$ cat src/rtl/ovl_sem_edge_sequencer_if.sv
// Sweep control/status and shared OVL checker stimulus bus for ovl_sem_edge_sequencer.
// The master modport is the sequencer side; the slave modport is the environment/bench side.
interface ovl_sem_edge_sequencer_if #(
  parameter int NUM_CHK = 4,
  parameter int IDX_W   = (NUM_CHK > 1) ? $clog2(NUM_CHK) : 1
);
  // start is a one-cycle request sampled on the rising clock and accepted only
  // while busy=0; inject is captured on that same edge, and done/pass/fail_mask
  // then hold until the next accepted start.
  logic               start;
  logic [NUM_CHK-1:0] inject;
  logic [NUM_CHK-1:0] chk_fire;
  logic               chk_rst_n;
  logic [NUM_CHK-1:0] chk_enable;
  logic               sampling_event;
  logic               test_expr;
  logic [IDX_W-1:0]   cur_idx;
  logic               busy;
  logic               done;
  logic               pass;
  logic [NUM_CHK-1:0] fail_mask;
  logic [2:0]         state_dbg;

  modport master (
    input  start, inject, chk_fire,
    output chk_rst_n, chk_enable, sampling_event, test_expr, cur_idx,
           busy, done, pass, fail_mask, state_dbg
  );

  modport slave (
    output start, inject, chk_fire,
    input  chk_rst_n, chk_enable, sampling_event, test_expr, cur_idx,
           busy, done, pass, fail_mask, state_dbg
  );
endinterface

$ cat src/rtl/ovl_sem_edge_sequencer.sv
// Round-robin OVL checker sweep: re-reset, drive one sampling edge, watch fire, record mismatches.
// Define OVL_SEM_SEQ_SPURIOUS_CHK_EN to also flag unselected checkers that fire during EDGE/WAIT.
module ovl_sem_edge_sequencer #(
  parameter int NUM_CHK     = 4,
  parameter int RST_CYCLES  = 2,
  parameter int WAIT_CYCLES = 3
) (
  input  logic                     clk_i,
  input  logic                     reset_i,
  ovl_sem_edge_sequencer_if.master bus
);
  localparam int IDX_W   = (NUM_CHK > 1) ? $clog2(NUM_CHK) : 1;
  localparam int MAX_CYC = (RST_CYCLES > WAIT_CYCLES) ? RST_CYCLES : WAIT_CYCLES;
  localparam int CNT_W   = (MAX_CYC > 1) ? $clog2(MAX_CYC) : 1;
  localparam logic [IDX_W-1:0] LAST_IDX  = IDX_W'(NUM_CHK - 1);
  localparam logic [CNT_W-1:0] RST_LAST  = CNT_W'(RST_CYCLES - 1);
  localparam logic [CNT_W-1:0] WAIT_LAST = CNT_W'(WAIT_CYCLES - 1);

`ifdef OVL_SEM_SEQ_SPURIOUS_CHK_EN
  localparam bit SPURIOUS_EN = 1'b1;
`else
  localparam bit SPURIOUS_EN = 1'b0;
`endif

  typedef enum logic [2:0] {
    S_IDLE, S_RST, S_PRE, S_EDGE, S_WAIT, S_NEXT, S_DONE
  } state_e;

  state_e             state_q, state_d;
  logic [CNT_W-1:0]   cnt_q, cnt_d;
  logic [IDX_W-1:0]   idx_q, idx_d;
  logic [NUM_CHK-1:0] inject_q, inject_d;
  logic               seen_q, seen_d;
  logic [NUM_CHK-1:0] fail_mask_q, fail_mask_d;

  logic               chk_rst_n_q;
  logic [NUM_CHK-1:0] chk_enable_q;
  logic               sampling_event_q;
  logic               test_expr_q;
  logic               busy_q;
  logic               done_q;
  logic               pass_q;

  logic               active_d;
  logic               stay_done;

  always_comb begin
    state_d     = state_q;
    cnt_d       = cnt_q + 1'b1;
    idx_d       = idx_q;
    inject_d    = inject_q;
    seen_d      = seen_q;
    fail_mask_d = fail_mask_q;

    case (state_q)
      S_IDLE, S_DONE: begin
        if (bus.start) begin
          state_d     = S_RST;
          inject_d    = bus.inject;
          fail_mask_d = '0;
          idx_d       = '0;
        end
      end
      S_RST: begin
        if (cnt_q == RST_LAST) state_d = S_PRE;
      end
      S_PRE: begin
        state_d = S_EDGE;
        seen_d  = 1'b0;
      end
      S_EDGE: begin
        state_d = S_WAIT;
        seen_d  = seen_q | bus.chk_fire[idx_q];
      end
      S_WAIT: begin
        seen_d = seen_q | bus.chk_fire[idx_q];
        if (cnt_q == WAIT_LAST) state_d = S_NEXT;
      end
      S_NEXT: begin
        fail_mask_d[idx_q] = fail_mask_q[idx_q] | (seen_q ^ inject_q[idx_q]);
        if (idx_q == LAST_IDX) begin
          state_d = S_DONE;
        end else begin
          state_d = S_RST;
          idx_d   = idx_q + 1'b1;
        end
      end
      default: state_d = S_IDLE;
    endcase

    if (SPURIOUS_EN && (state_q == S_EDGE || state_q == S_WAIT)) begin
      for (int j = 0; j < NUM_CHK; j++) begin
        if (j != int'(idx_q) && bus.chk_fire[j]) fail_mask_d[j] = 1'b1;
      end
    end

    // Every state entry restarts the cycle counter.
    if (state_d != state_q) cnt_d = '0;
  end

  assign active_d  = (state_d == S_RST) || (state_d == S_PRE) || (state_d == S_EDGE) ||
                     (state_d == S_WAIT) || (state_d == S_NEXT);
  // done/pass follow the settled mask one cycle after the final NEXT write.
  assign stay_done = (state_q == S_DONE) && (state_d == S_DONE);

  always_ff @(posedge clk_i or posedge reset_i) begin
    if (reset_i) begin
      state_q          <= S_IDLE;
      cnt_q            <= '0;
      idx_q            <= '0;
      inject_q         <= '0;
      seen_q           <= 1'b0;
      fail_mask_q      <= '0;
      chk_rst_n_q      <= 1'b0;
      chk_enable_q     <= '0;
      sampling_event_q <= 1'b0;
      test_expr_q      <= 1'b1;
      busy_q           <= 1'b0;
      done_q           <= 1'b0;
      pass_q           <= 1'b0;
    end else begin
      state_q          <= state_d;
      cnt_q            <= cnt_d;
      idx_q            <= idx_d;
      inject_q         <= inject_d;
      seen_q           <= seen_d;
      fail_mask_q      <= fail_mask_d;
      chk_rst_n_q      <= (state_d != S_RST);
      chk_enable_q     <= active_d ? (NUM_CHK'(1) << idx_d) : '0;
      sampling_event_q <= (state_d == S_EDGE);
      test_expr_q      <= (state_d == S_EDGE) ? ~inject_d[idx_d] : 1'b1;
      busy_q           <= active_d;
      done_q           <= stay_done;
      pass_q           <= stay_done && (fail_mask_q == '0);
    end
  end

  assign bus.chk_rst_n      = chk_rst_n_q;
  assign bus.chk_enable     = chk_enable_q;
  assign bus.sampling_event = sampling_event_q;
  assign bus.test_expr      = test_expr_q;
  assign bus.cur_idx        = idx_q;
  assign bus.busy           = busy_q;
  assign bus.done           = done_q;
  assign bus.pass           = pass_q;
  assign bus.fail_mask      = fail_mask_q;
  assign bus.state_dbg      = state_q;
endmodule

$ cat src/flat_wrapper.sv
// flat-port wrapper written by rule: the top's interface ports become plain ports
module ovl_sem_edge_sequencer_flat 
#(
  parameter int NUM_CHK     = 4,
  parameter int RST_CYCLES  = 2,
  parameter int WAIT_CYCLES = 3
)
  (clk_i, reset_i, bus_start, bus_inject, bus_chk_fire, bus_chk_rst_n, bus_chk_enable, bus_sampling_event, bus_test_expr, bus_cur_idx, bus_busy, bus_done, bus_pass, bus_fail_mask, bus_state_dbg);
  ovl_sem_edge_sequencer_if #(.NUM_CHK(NUM_CHK)) bus_i ();
  input  logic clk_i;
  input  logic reset_i;
  input wire logic [$bits(bus_i.start)-1:0] bus_start;
  input wire logic [$bits(bus_i.inject)-1:0] bus_inject;
  input wire logic [$bits(bus_i.chk_fire)-1:0] bus_chk_fire;
  output wire logic [$bits(bus_i.chk_rst_n)-1:0] bus_chk_rst_n;
  output wire logic [$bits(bus_i.chk_enable)-1:0] bus_chk_enable;
  output wire logic [$bits(bus_i.sampling_event)-1:0] bus_sampling_event;
  output wire logic [$bits(bus_i.test_expr)-1:0] bus_test_expr;
  output wire logic [$bits(bus_i.cur_idx)-1:0] bus_cur_idx;
  output wire logic [$bits(bus_i.busy)-1:0] bus_busy;
  output wire logic [$bits(bus_i.done)-1:0] bus_done;
  output wire logic [$bits(bus_i.pass)-1:0] bus_pass;
  output wire logic [$bits(bus_i.fail_mask)-1:0] bus_fail_mask;
  output wire logic [$bits(bus_i.state_dbg)-1:0] bus_state_dbg;
  assign bus_i.start = bus_start;
  assign bus_i.inject = bus_inject;
  assign bus_i.chk_fire = bus_chk_fire;
  assign bus_chk_rst_n = bus_i.chk_rst_n;
  assign bus_chk_enable = bus_i.chk_enable;
  assign bus_sampling_event = bus_i.sampling_event;
  assign bus_test_expr = bus_i.test_expr;
  assign bus_cur_idx = bus_i.cur_idx;
  assign bus_busy = bus_i.busy;
  assign bus_done = bus_i.done;
  assign bus_pass = bus_i.pass;
  assign bus_fail_mask = bus_i.fail_mask;
  assign bus_state_dbg = bus_i.state_dbg;
  ovl_sem_edge_sequencer #(.NUM_CHK(NUM_CHK), .RST_CYCLES(RST_CYCLES), .WAIT_CYCLES(WAIT_CYCLES)) u_core (.clk_i(clk_i), .reset_i(reset_i), .bus(bus_i));
endmodule
$ cat config.mk
export PLATFORM = sky130hd
export DESIGN_NAME = ovl_sem_edge_sequencer_flat
export DESIGN_NICKNAME = d
export VERILOG_FILES = /design/src/rtl/ovl_sem_edge_sequencer_if.sv /design/src/rtl/ovl_sem_edge_sequencer.sv /design/src/flat_wrapper.sv
export SDC_FILE = /design/constraint.sdc
export NUM_CORES = 1
export LEC_CHECK = 0
export BUFFER_PORTS_ARGS = -buffer_cell sky130_fd_sc_hd__buf_2
export CAP_MARGIN = 20
export CORE_MARGIN = 3
export CORE_UTILIZATION = 45
export DETAILED_ROUTE_END_ITERATION = 7
export GPL_ROUTABILITY_DRIVEN = 0
export PLACE_DENSITY = 0.68
export SLEW_MARGIN = 20
export SYNTH_ARGS = -nofsm -noshare
export SYNTH_HDL_FRONTEND = slang
export SYNTH_SLANG_ARGS = --single-unit
export TNS_END_PERCENT = 20
$ cat constraint.sdc
create_clock -name clk_i -period 2.1 [get_ports clk_i]
set_input_delay 0.42 -clock clk_i [delete_from_list [all_inputs] [get_ports clk_i]]
set_output_delay 0.42 -clock clk_i [all_outputs]
set_load 0.02 [all_outputs]
==> qor.yml <==
status: "finished clean"
postCtsResizedCells: 0
r2r_end: "u_core.bus.test_expr$_DFF_PP1_"
die_height_um: 61.1
drcViolationCount: 0
crit_slowest_cell: "dfrtp_1"
final_cell_mix: "buf_2 (29), dfrtp_1 (25), nor2_1 (15)"
synth_compound_area_share_pct: 13.6
syn-cell-area_um2: 1370
die_x_um: 61.1
insertion_delay_ns: 0.31
fin_cells: 191
final-max-slew-violation-count: 0
grt_pass1_vias: 958
synthCells: 130
reg2reg_slack_ns: 0.25
yosys.area_share.simple_pct: 18.1
cp_cell_sequence: "nand2b_1 > nor2_2 > mux2_4 > mux2_4 > a2bb2oi_1"
setup_viol: 0
cp-end-kind: "flop"
num_antenna_cells: 0
io_buffers: 29
die-area_um2: 3730
cts_setup_buffers: 0
dr.pass1.iters: 4
viasPerCell: 5.67
fmax_mhz: 540
worst_ep_arrival_time_ns: 2.10
worst_slew_pin_slew_ns: 0.608
cts_buffer_depth: 2
syn_avg_cell_area_um2: 10.5
peakVddDrop_v: 0.000708
grt_pass1_wl_mm: 4.67
synth_top_flop_cell: "dfrtp_1"
cp_max_fo: 14
async_reset_ff_share_pct: 100
antenna_found_initial: 0
hold_class: "input pin to async pin"
max_slew_margin_pct: 59.1
yosys_warnings: 0
crit_top_cell: "mux2_4"
seqCellArea_um2: 652
ios: 30
synth_mux_area_share_pct: 11.5
power_leakage_nw: 0.747
r2r_cells: 5
wl_mm: 2.86
placed_cells: 187
nets: 174
track_usage_pct: 17.0
gr-total-overflow: 0
regToRegStartpoint: "u_core.bus.state_dbg[0]$_DFF_PP0_"
cp_top_family: "multiplexers"
core_area_um2: 2830
cts_made_buffers: 3
yosysSeqAreaShare_pct: 47.8
dr.first_iter.drc_count: 48
num_rows: 19
ant_nets: 0
initial_core_util_pct: 48.3
ctsRootBufferMaster: "clkbuf_4"
final_hold_viol_count: 0
critPathLaunchType: "flop"
grt_max_degree: 27
synthAdderAreaFrac_pct: 1.83
post-route-util_pct: 55.3
synth_top_family_by_area: "simple AND/OR/NAND/NOR gates"
fillers: 244
path_buf_inv: 0
area_growth_syn_to_layout_pct: 14.6
ctsHoldBuffers: 0
post-route-period-util_pct: 88.2
cts_tree: "yes"
crit_type: "flop to flop"
hpwl_mm: 2.16
setup_tns_ns: 0
wl_per_cell_um: 15.0
dp_slack_ns: 0.271
syn-num-nets: 143
drive_gt1_share_pct: 33.1
synth_cell_types: 42
multi_input_area_um2: 638
worstPathRequired_ns: 2.35
min_period_ns: 1.85
synth-edff-count: 0
synth_seq_cells: 26
powerDensity_nw_per_um2: 1380
total_power_mw: 2.17
clkSinkCount: 26
rsz0062_at_grt: "no"
maxCapViolCount: 0
htreeDepth: 1
slowest_delay_ns: 0.55
path_clk_slew_ns: 0.13
synth_xor_area_share_pct: 1.83
setup_ws_ns: 0.247
worst_clock_skew_ns: 0.00149
final_common_cell: "buf_2"
vias: 1083
-- how the worst max path moves through the flow --
stage / slack, ns / end / startpoint / depth (start not counted)
finish: 0.25 / u_core.bus.test_expr$_DFF_PP1_ / u_core.bus.state_dbg[0]$_DFF_PP0_ / 5
global route: 0.13 / u_core.bus.test_expr$_DFF_PP1_ / u_core.bus.state_dbg[0]$_DFF_PP0_ / 5
CTS: 0.24 / u_core.bus.test_expr$_DFF_PP1_ / u_core.bus.state_dbg[0]$_DFF_PP0_ / 5
detailed placement: 0.27 / u_core.bus.test_expr$_DFF_PP1_ / u_core.bus.state_dbg[0]$_DFF_PP0_ / 5
global placement: 0.32 / u_core.bus.test_expr$_DFF_PP1_ / u_core.bus.state_dbg[0]$_DFF_PP0_ / 5
floorplan: 0.30 / u_core.bus.test_expr$_DFF_PP1_ / u_core.bus.state_dbg[1]$_DFF_PP0_ / 6
-- through the flow --
stage	cell area, um2	hold slack (ns)
6_report	1560	0.136
5_1_grt	1560	0.153
4_1_cts	1560	0.138
3_5_place_dp	1540	0.454
3_3_place_gp	1540	0.441
2_1_floorplan	1370	0.429
-- cells in the mapped netlist, types with 2 or more instances --
cell	count	share of area, %
ha_1	2	1.8
nor3b_1	2	1.1
a31oi_1	3	1.4
dfrtp_1	25	46
nand3b_1	2	1.1
nor2_1	15	4.1
mux2_4	3	3.3
buf_4	2	1.1
o21ai_0	11	4.0
buf_2	3	1.1
inv_1	7	1.9
nand2b_1	4	1.8
nand2_1	8	2.2
mux2_2	3	2.5
a21oi_1	6	2.2
nor4_1	3	1.4
mux4_2	3	4.9
nor3_1	3	1.1
clkbuf_1	2	0.55
-- registers in the layout (all words and copies together), names as in the netlist --
register	cells
u_core.bus.chk_rst_n	1
u_core.cnt_q	2
u_core.bus.test_expr	1
u_core.bus.cur_idx	2
u_core.bus.pass	1
u_core.inject_q	4
u_core.bus.busy	1
u_core.bus.fail_mask	4
u_core.bus.state_dbg	3
u_core.seen_q	1
u_core.bus.chk_enable	4
u_core.bus.sampling_event	1
u_core.bus.done	1
-- logic make-up after synthesis --
group           count (synthesis)
simple gates                   45
compound gates                 30
flops                          26
buf+inv                        15
mux                            10
xor+xnor                        2
fa+ha+maj                       2
-- layer usage --
metal  GRT usage, %  wire length (um)  vias up
met5              0                 0        -
met4           3.72                35        0
met3           5.03               145        4
met2           25.1              1390       31
met1           24.9              1290      529
li1               -                 -      519
-- worst min-delay path: stages --
cell	delay (ns)
buf_2	0.09
inv_1	0.04
buf_4	0.31
-- report_power, final --
group	switching, mW	leakage [nW]	internal (mW)	total [mW]
Clock	0.137	0.0150	0.0741	0.211
Combinational	0.618	0.402	0.474	1.09
Sequential	0.183	0.330	0.680	0.863
-- final cells by class --
class / instances / area share [%]
Tap cell: 31 / 2.48
Clock buffer: 4 / 1.68
Inverter: 7 / 1.68
Multi-Input combinational cell: 89 / 40.8
Timing Repair Buffer: 34 / 11.7
Sequential cell: 26 / 41.7
(Power assumes the default switching activity.)
